<file path="src/rtl/clock_ctrl_pkg.sv">
// Shared types and defaults for the oscillator-domain clock/reset manager.
// FSM encodings, loss-counter width and the default timing constants.
package clock_ctrl_pkg;

  typedef enum logic [2:0] {
    PLLRST    = 3'd0,
    WAIT_LOCK = 3'd1,
    STABLE    = 3'd2,
    RELEASE   = 3'd3,
    RUN       = 3'd4
  } state_t;

  localparam int LOSS_W = 16;

  localparam int DEF_N_CH         = 2;
  localparam int DEF_DIV_W        = 8;
  localparam int DEF_PLL_RST_CYC  = 16;
  localparam int DEF_LOCK_STABLE  = 1024;
  localparam int DEF_LOCK_TIMEOUT = 1048576;
  localparam int DEF_STAGE_GAP    = 16;

  // Width of a counter running 0..limit-1; never narrower than one bit.
  function automatic int cnt_w(input int limit);
    return (limit > 1) ? $clog2(limit) : 1;
  endfunction

endpackage

</file>
<file path="src/rtl/clock_ctrl_clken_div.sv">
// Per-channel clock-enable divider: one-cycle strobe every div cycles, held at zero while hold=1.
// A divisor of 0 behaves as 1, giving a constant-high strobe.
module clken_div #(
  parameter int DIV_W = 8
) (
  input  logic             clk_in,
  input  logic             rst,
  input  logic             hold,
  input  logic [DIV_W-1:0] div,
  output logic             strobe
);

  logic [DIV_W-1:0] cnt;
  logic [DIV_W-1:0] last;

  // NOTE: every variable written in always_comb gets a value on every path, otherwise a latch is inferred.
  always_comb begin
    last = '0;
    if (div != '0) last = div - 1'b1;
  end

  // NOTE: sequential state uses non-blocking assignments so all flops update from pre-edge values.
  always_ff @(posedge clk_in or posedge rst) begin
    if (rst) begin
      cnt    <= '0;
      strobe <= 1'b0;
    end else if (hold) begin
      cnt    <= '0;
      strobe <= 1'b0;
    end else if (cnt == last) begin
      cnt    <= '0;
      strobe <= 1'b1;
    end else begin
      cnt    <= cnt + 1'b1;
      strobe <= 1'b0;
    end
  end

endmodule

</file>
<file path="src/rtl/clock_ctrl.sv">
// Clock/reset manager on the board oscillator: PLL lock supervision with retry, staged channel
// reset release and divided clock enables. Define CLOCK_CTRL_LOSSCNT_EN to add the loss_cnt port.
module clock_ctrl
  import clock_ctrl_pkg::*;
#(
  parameter int                     N_CH         = DEF_N_CH,
  parameter int                     DIV_W        = DEF_DIV_W,
  parameter logic [N_CH*DIV_W-1:0]  DIVS         = {8'd3, 8'd1},
  parameter int                     PLL_RST_CYC  = DEF_PLL_RST_CYC,
  parameter int                     LOCK_STABLE  = DEF_LOCK_STABLE,
  parameter int                     LOCK_TIMEOUT = DEF_LOCK_TIMEOUT,
  parameter int                     STAGE_GAP    = DEF_STAGE_GAP
) (
  input  logic              clk_in,
  input  logic              rst,
  input  logic              locked_in,
  output logic              pll_rst,
  output logic [N_CH-1:0]   rst_out,
  output logic [N_CH-1:0]   clken,
  output logic              ready
`ifdef CLOCK_CTRL_LOSSCNT_EN
  ,
  output logic [LOSS_W-1:0] loss_cnt
`endif
);

  localparam int PLL_W   = cnt_w(PLL_RST_CYC);
  localparam int TO_W    = cnt_w(LOCK_TIMEOUT);
  localparam int STB_W   = cnt_w(LOCK_STABLE);
  localparam int REL_LIM = (N_CH - 1) * STAGE_GAP + 1;
  localparam int REL_W   = cnt_w(REL_LIM);

  localparam logic [PLL_W-1:0] PLL_LAST = PLL_W'(PLL_RST_CYC - 1);
  localparam logic [TO_W-1:0]  TO_LAST  = TO_W'(LOCK_TIMEOUT - 1);
  localparam logic [STB_W-1:0] STB_LAST = STB_W'(LOCK_STABLE - 1);
  localparam logic [REL_W-1:0] REL_LAST = REL_W'(REL_LIM - 1);

  state_t            state;
  logic              lock_meta;
  logic              lock_s;
  logic              lost;
  logic [N_CH-1:0]   hold;
  logic [PLL_W-1:0]  pll_cnt;
  logic [TO_W-1:0]   to_cnt;
  logic [STB_W-1:0]  stb_cnt;
  logic [REL_W-1:0]  rel_cnt;

  // locked_in is asynchronous to clk_in; two flops before any decision is taken on it.
  always_ff @(posedge clk_in or posedge rst) begin
    if (rst) begin
      lock_meta <= 1'b0;
      lock_s    <= 1'b0;
    end else begin
      lock_meta <= locked_in;
      lock_s    <= lock_meta;
    end
  end

  always_comb begin
    lost = 1'b0;
    if (!lock_s && (state == STABLE || state == RELEASE || state == RUN)) lost = 1'b1;
  end

  // Dividers are held on the same edge the FSM reasserts the channel resets.
  assign hold = rst_out | {N_CH{lost}};

  always_ff @(posedge clk_in or posedge rst) begin
    if (rst) begin
      state   <= PLLRST;
      pll_rst <= 1'b1;
      rst_out <= '1;
      ready   <= 1'b0;
      pll_cnt <= '0;
      to_cnt  <= '0;
      stb_cnt <= '0;
      rel_cnt <= '0;
    end else if (lost) begin
      // Lock dropped after it was seen: back to waiting without resetting the PLL.
      state   <= WAIT_LOCK;
      rst_out <= '1;
      ready   <= 1'b0;
      to_cnt  <= '0;
    end else begin
      case (state)
        PLLRST: begin
          pll_rst <= 1'b1;
          if (pll_cnt == PLL_LAST) begin
            state   <= WAIT_LOCK;
            pll_rst <= 1'b0;
            pll_cnt <= '0;
            to_cnt  <= '0;
          end else begin
            pll_cnt <= pll_cnt + 1'b1;
          end
        end
        WAIT_LOCK: begin
          if (lock_s) begin
            state   <= STABLE;
            stb_cnt <= '0;
          end else if (to_cnt == TO_LAST) begin
            state   <= PLLRST;
            pll_rst <= 1'b1;
            pll_cnt <= '0;
          end else begin
            to_cnt <= to_cnt + 1'b1;
          end
        end
        STABLE: begin
          if (stb_cnt == STB_LAST) begin
            state   <= RELEASE;
            rel_cnt <= '0;
          end else begin
            stb_cnt <= stb_cnt + 1'b1;
          end
        end
        RELEASE: begin
          for (int i = 0; i < N_CH; i++) begin
            if (rel_cnt == REL_W'(i * STAGE_GAP)) rst_out[i] <= 1'b0;
          end
          if (rel_cnt == REL_LAST) begin
            state <= RUN;
          end else begin
            rel_cnt <= rel_cnt + 1'b1;
          end
        end
        RUN: begin
          ready <= 1'b1;
        end
        default: begin
          state   <= PLLRST;
          pll_rst <= 1'b1;
          rst_out <= '1;
          ready   <= 1'b0;
          pll_cnt <= '0;
        end
      endcase
    end
  end

`ifdef CLOCK_CTRL_LOSSCNT_EN
  // Saturating count of lock losses seen while fully running.
  always_ff @(posedge clk_in or posedge rst) begin
    if (rst) begin
      loss_cnt <= '0;
    end else if (lost && state == RUN && loss_cnt != '1) begin
      loss_cnt <= loss_cnt + 1'b1;
    end
  end
`endif

  for (genvar i = 0; i < N_CH; i++) begin : g_ch
    clken_div #(
      .DIV_W (DIV_W)
    ) u_div (
      .clk_in (clk_in),
      .rst    (rst),
      .hold   (hold[i]),
      .div    (DIVS[i*DIV_W +: DIV_W]),
      .strobe (clken[i])
    );
  end

endmodule

</file>
<file path="config.mk">
export PLATFORM = sky130hd
export DESIGN_NAME = clock_ctrl
export DESIGN_NICKNAME = d
export VERILOG_FILES = /design/src/rtl/clock_ctrl_pkg.sv /design/src/rtl/clock_ctrl_clken_div.sv /design/src/rtl/clock_ctrl.sv
export SDC_FILE = /design/constraint.sdc
export NUM_CORES = 1
export LEC_CHECK = 0
export CAP_MARGIN = 20
export CORE_MARGIN = 1.5
export CORE_UTILIZATION = 57
export CTS_CLUSTER_DIAMETER = 60
export DETAILED_ROUTE_END_ITERATION = 10
export HOLD_SLACK_MARGIN = 0.06
export PLACE_DENSITY = 0.82
export SYNTH_ARGS = -nofsm -noshare
export SYNTH_HDL_FRONTEND = slang
export SYNTH_HIERARCHICAL = 1
export SYNTH_SLANG_ARGS = --single-unit
</file>
<file path="constraint.sdc">
create_clock -name clk_in -period 1.7 [get_ports clk_in]
set_input_delay 0.17 -clock clk_in [delete_from_list [all_inputs] [get_ports clk_in]]
set_output_delay 0.17 -clock clk_in [all_outputs]
set_load 0.02 [all_outputs]
</file>
==> results of run 1 <==
## cell usage after synthesis (all sizes together), types with 3 or more instances
cell type and number:
nor2 18, dfstp 3, nor3 20, xor2 15
nand3b 4, and2 3, o311ai 4, buf 15
a211oi 18, nand4 13, nor2b 6, dfrtp 63
or2 9, o21ai 48, xnor2 9, nand2 49
a21o 10, nor3b 9, a22o 3, a21oi 8
or3 11, a211o 7, nand3 24, or4 11
nand2b 6, a31oi 14, nor4 12, o211a 3
clkbuf 13, and4 3, inv 21, ha 9
and3 9, o31ai 8, a21boi 3
## flip-flops by register name, summed over array words and instances (netlist names), 2 cells and up
name and flops:
g_ch.u_div/strobe 2, rel_cnt 5, rst_out 2, stb_cnt 10
state 3, to_cnt 20, g_ch.u_div/cnt 16, pll_cnt 4
## power breakdown
part	switching [mW]	leakage [nW]	internal, mW
Clock	0.611	0.0868	0.570
Combinational	1.28	1.71	1.04
Sequential	0.165	0.894	1.74
Total	2.06	2.69	3.35
## critical path: cells and delay by family (launching register included)
kind | cells | cell delay [ps]
AO/OA/AOI/OAI | 2 | 500
flip-flops | 1 | 380
AND/OR/NAND/NOR | 3 | 850
## cell families after synthesis
logic type,Yosys count,synth area share
buffers and inverters,50,0.05199
flip-flops,66,0.3601
multiplexers,3,0.006805
adder cells (fa/ha/maj),9,0.02450
AO/OA/AOI/OAI,146,0.2311
other,2,0.001634
AND/OR/NAND/NOR,215,0.2684
XOR/XNOR,26,0.05553
## layout make-up
class	instances	area, um^2
tap	102	127.6
clock inverter	4	26.28
multi-input combinational	461	3142
inverter	21	78.83
sequential	66	1657
clock buffer	12	145.1
fill	546	1794
timing repair buffer	97	797.0
## timing repair
item                                    CTS  global route
resized for setup                        36            42
pin swaps                                28            13
cloned                                    1             1
endpoints found under the setup margin   24            46
buffers inserted                          4             9
## how the worst max path moves through the flow
stage	cells after the start	start	slack, ps	endpoint
5_1_grt	7	to_cnt[0]	-200	to_cnt[11]
3_5_place_dp	6	state[0]	-130	to_cnt[11]
4_1_cts	6	to_cnt[18]	-120	to_cnt[14]
6_report	5	to_cnt[11]	-130	to_cnt[18]
3_3_place_gp	6	state[0]	-80	to_cnt[6]
2_1_floorplan	5	to_cnt[9]	-100	to_cnt[18]
## through the flow
step	setup TNS, ps	area, um^2	hold slack, ps	setup slack [ps]	power (mW)
after CTS	-1281	5751	180.6	-117.8	5.024
final	-1193	5973	180.1	-134.8	5.409
after global placement	-515.1	5460	333.3	-80.76	3.639
after detailed placement	-1054	5460	341.8	-131.9	3.715
after floorplan	-185.2	4860	-2.082	-100.9	3.100
after global routing	-3583	5973	205.4	-200.4	5.729
## metal layers
layer  routed length (um)  track usage
met1                 4853       0.3446
met4                  346       0.1427
met3                  602      0.03859
met5                    0            0
met2                 6166       0.4732
==> flow_metrics.env, run 1 <==
export IMPL_ir_drop_uv=936.6
export IMPL_fin_util=0.7690
export IMPL_grt_first_pass_wirelength_um=19480
export IMPL_ys_warn_count=6
export IMPL_start_util=0.5918
export IMPL_post_route_drc_count=0
export IMPL_grt_use_total=0.2788
export IMPL_layout_setup_ws_ps=-134.8
export IMPL_maxCapViolCount=0
export IMPL_htreeDepth=3
export IMPL_diodes=0
export IMPL_r2r_setup_slack_ps=-130
export IMPL_cts_tree="built"
export IMPL_die_area_mm2=0.008613
export IMPL_dpl_hpwl_um=8032
export IMPL_async_reset_ff_frac=1.000
export IMPL_synth_seq_cells=66
export IMPL_slew_viol_final=0
export IMPL_seq_area_frac_synth=0.3601
export IMPL_path_cells="nand4_2 -> or3_4 -> or3_4 -> o211a_1 -> a211o_1"
export IMPL_io_pins=9
export IMPL_fmax_mhz=545.0
export IMPL_critical_path_max_fanout=3
export IMPL_worstSetupStartpointType="flop"
export IMPL_numCtsBuffers=9
export IMPL_yosys_top_cells_area="dfrtp_1, o21ai_0, nand2_1, xor2_1, nand3_1"
export IMPL_cts_sinks=66
export IMPL_row_count=32
export IMPL_dr_total_vias=4622
export IMPL_drt_initial_drc_count=238
export IMPL_violations="negative setup slack"
export IMPL_synth_area_mm2=0.004597
export IMPL_crit_arrival_ps=2080
export IMPL_grt_overflow=0
export IMPL_r2r_cells=5
export IMPL_drt_total_wl_um=11970
export IMPL_design_core_area_mm2=0.007767
export IMPL_final_cell_mix="buf_4, conb_1, dfrtp_1"
export IMPL_r2r_start="to_cnt[11]"
export IMPL_leakage_nw=2.690
export IMPL_antenna_found_initial=0
export IMPL_synth_cells=517
export IMPL_crit_required_ps=1950
export IMPL_grt_max_degree=21
export IMPL_grt_pass1_vias=4376
export IMPL_cp_slowest_cell="dfrtp_1"
export IMPL_finalSetupViolCount=22
export IMPL_ant_nets=0
export IMPL_drive_gt1_frac=0.2769
export IMPL_fin_nets=668
export IMPL_synthToLayoutAreaGrowth_pct=29.94
export IMPL_final_common_cell="buf_4"
export IMPL_clk_pin_slew_worst_paths_ps=80
export IMPL_clock_skew_ps=12.36
export IMPL_synth_top_area_cell="dfrtp_1"
export IMPL_grt_setup_unrepaired="yes"
export IMPL_drt_first_pass_iters=6
export IMPL_die_y_um=92.81
export IMPL_fin_crit_sh=1.079
export IMPL_power_density_mw_per_mm2=905.6
export IMPL_ys_flop_type="dfrtp_1"
export IMPL_worst_path_largest_cell_delay_ps=380
export IMPL_synth_top_cell_area_share=0.3430
export IMPL_die_x_um=92.81
export IMPL_stdcell_count=763
export IMPL_cts_root_buf="clkbuf_8"
export IMPL_fin_crit_ps=1835
export IMPL_cp_end_kind="flop"
export IMPL_crit_type="flop to flop"
export IMPL_vias_per_cell=6.058
export IMPL_hold_path_class="primary input to async pin"
export IMPL_rr_endpoint="to_cnt[18]"
export IMPL_cts_hold_buf=0
export IMPL_synth_edf_count=0
export IMPL_finalWeightedCongestion=0.9042
export IMPL_yosysUniqueCellTypes=72
export IMPL_clock_path_buffers=2
export IMPL_io_buffers=8
export IMPL_hold_viol_final=0
export IMPL_post_drt_wl_per_cell_um=15.69
export IMPL_dpl_cell_count=732
export IMPL_clock_latency_ps=360
export IMPL_crit_top_cell="or3_4"
export IMPL_status="finished with violations"
export IMPL_synth_avg_cell_area_um2=8.892
Power figures use the tool's default switching activity.
==> run 2, diff against run 1 <==
--- a/config.mk
+++ b/config.mk
@@ -10,7 +10,6 @@
 export CORE_UTILIZATION = 57
 export CTS_CLUSTER_DIAMETER = 60
 export DETAILED_ROUTE_END_ITERATION = 10
-export HOLD_SLACK_MARGIN = 0.06
 export PLACE_DENSITY = 0.82
 export SYNTH_ARGS = -nofsm -noshare
 export SYNTH_HDL_FRONTEND = slang
==> results of run 2 <==
The final DEF is identical to that of run 1; final timing and power are the same.
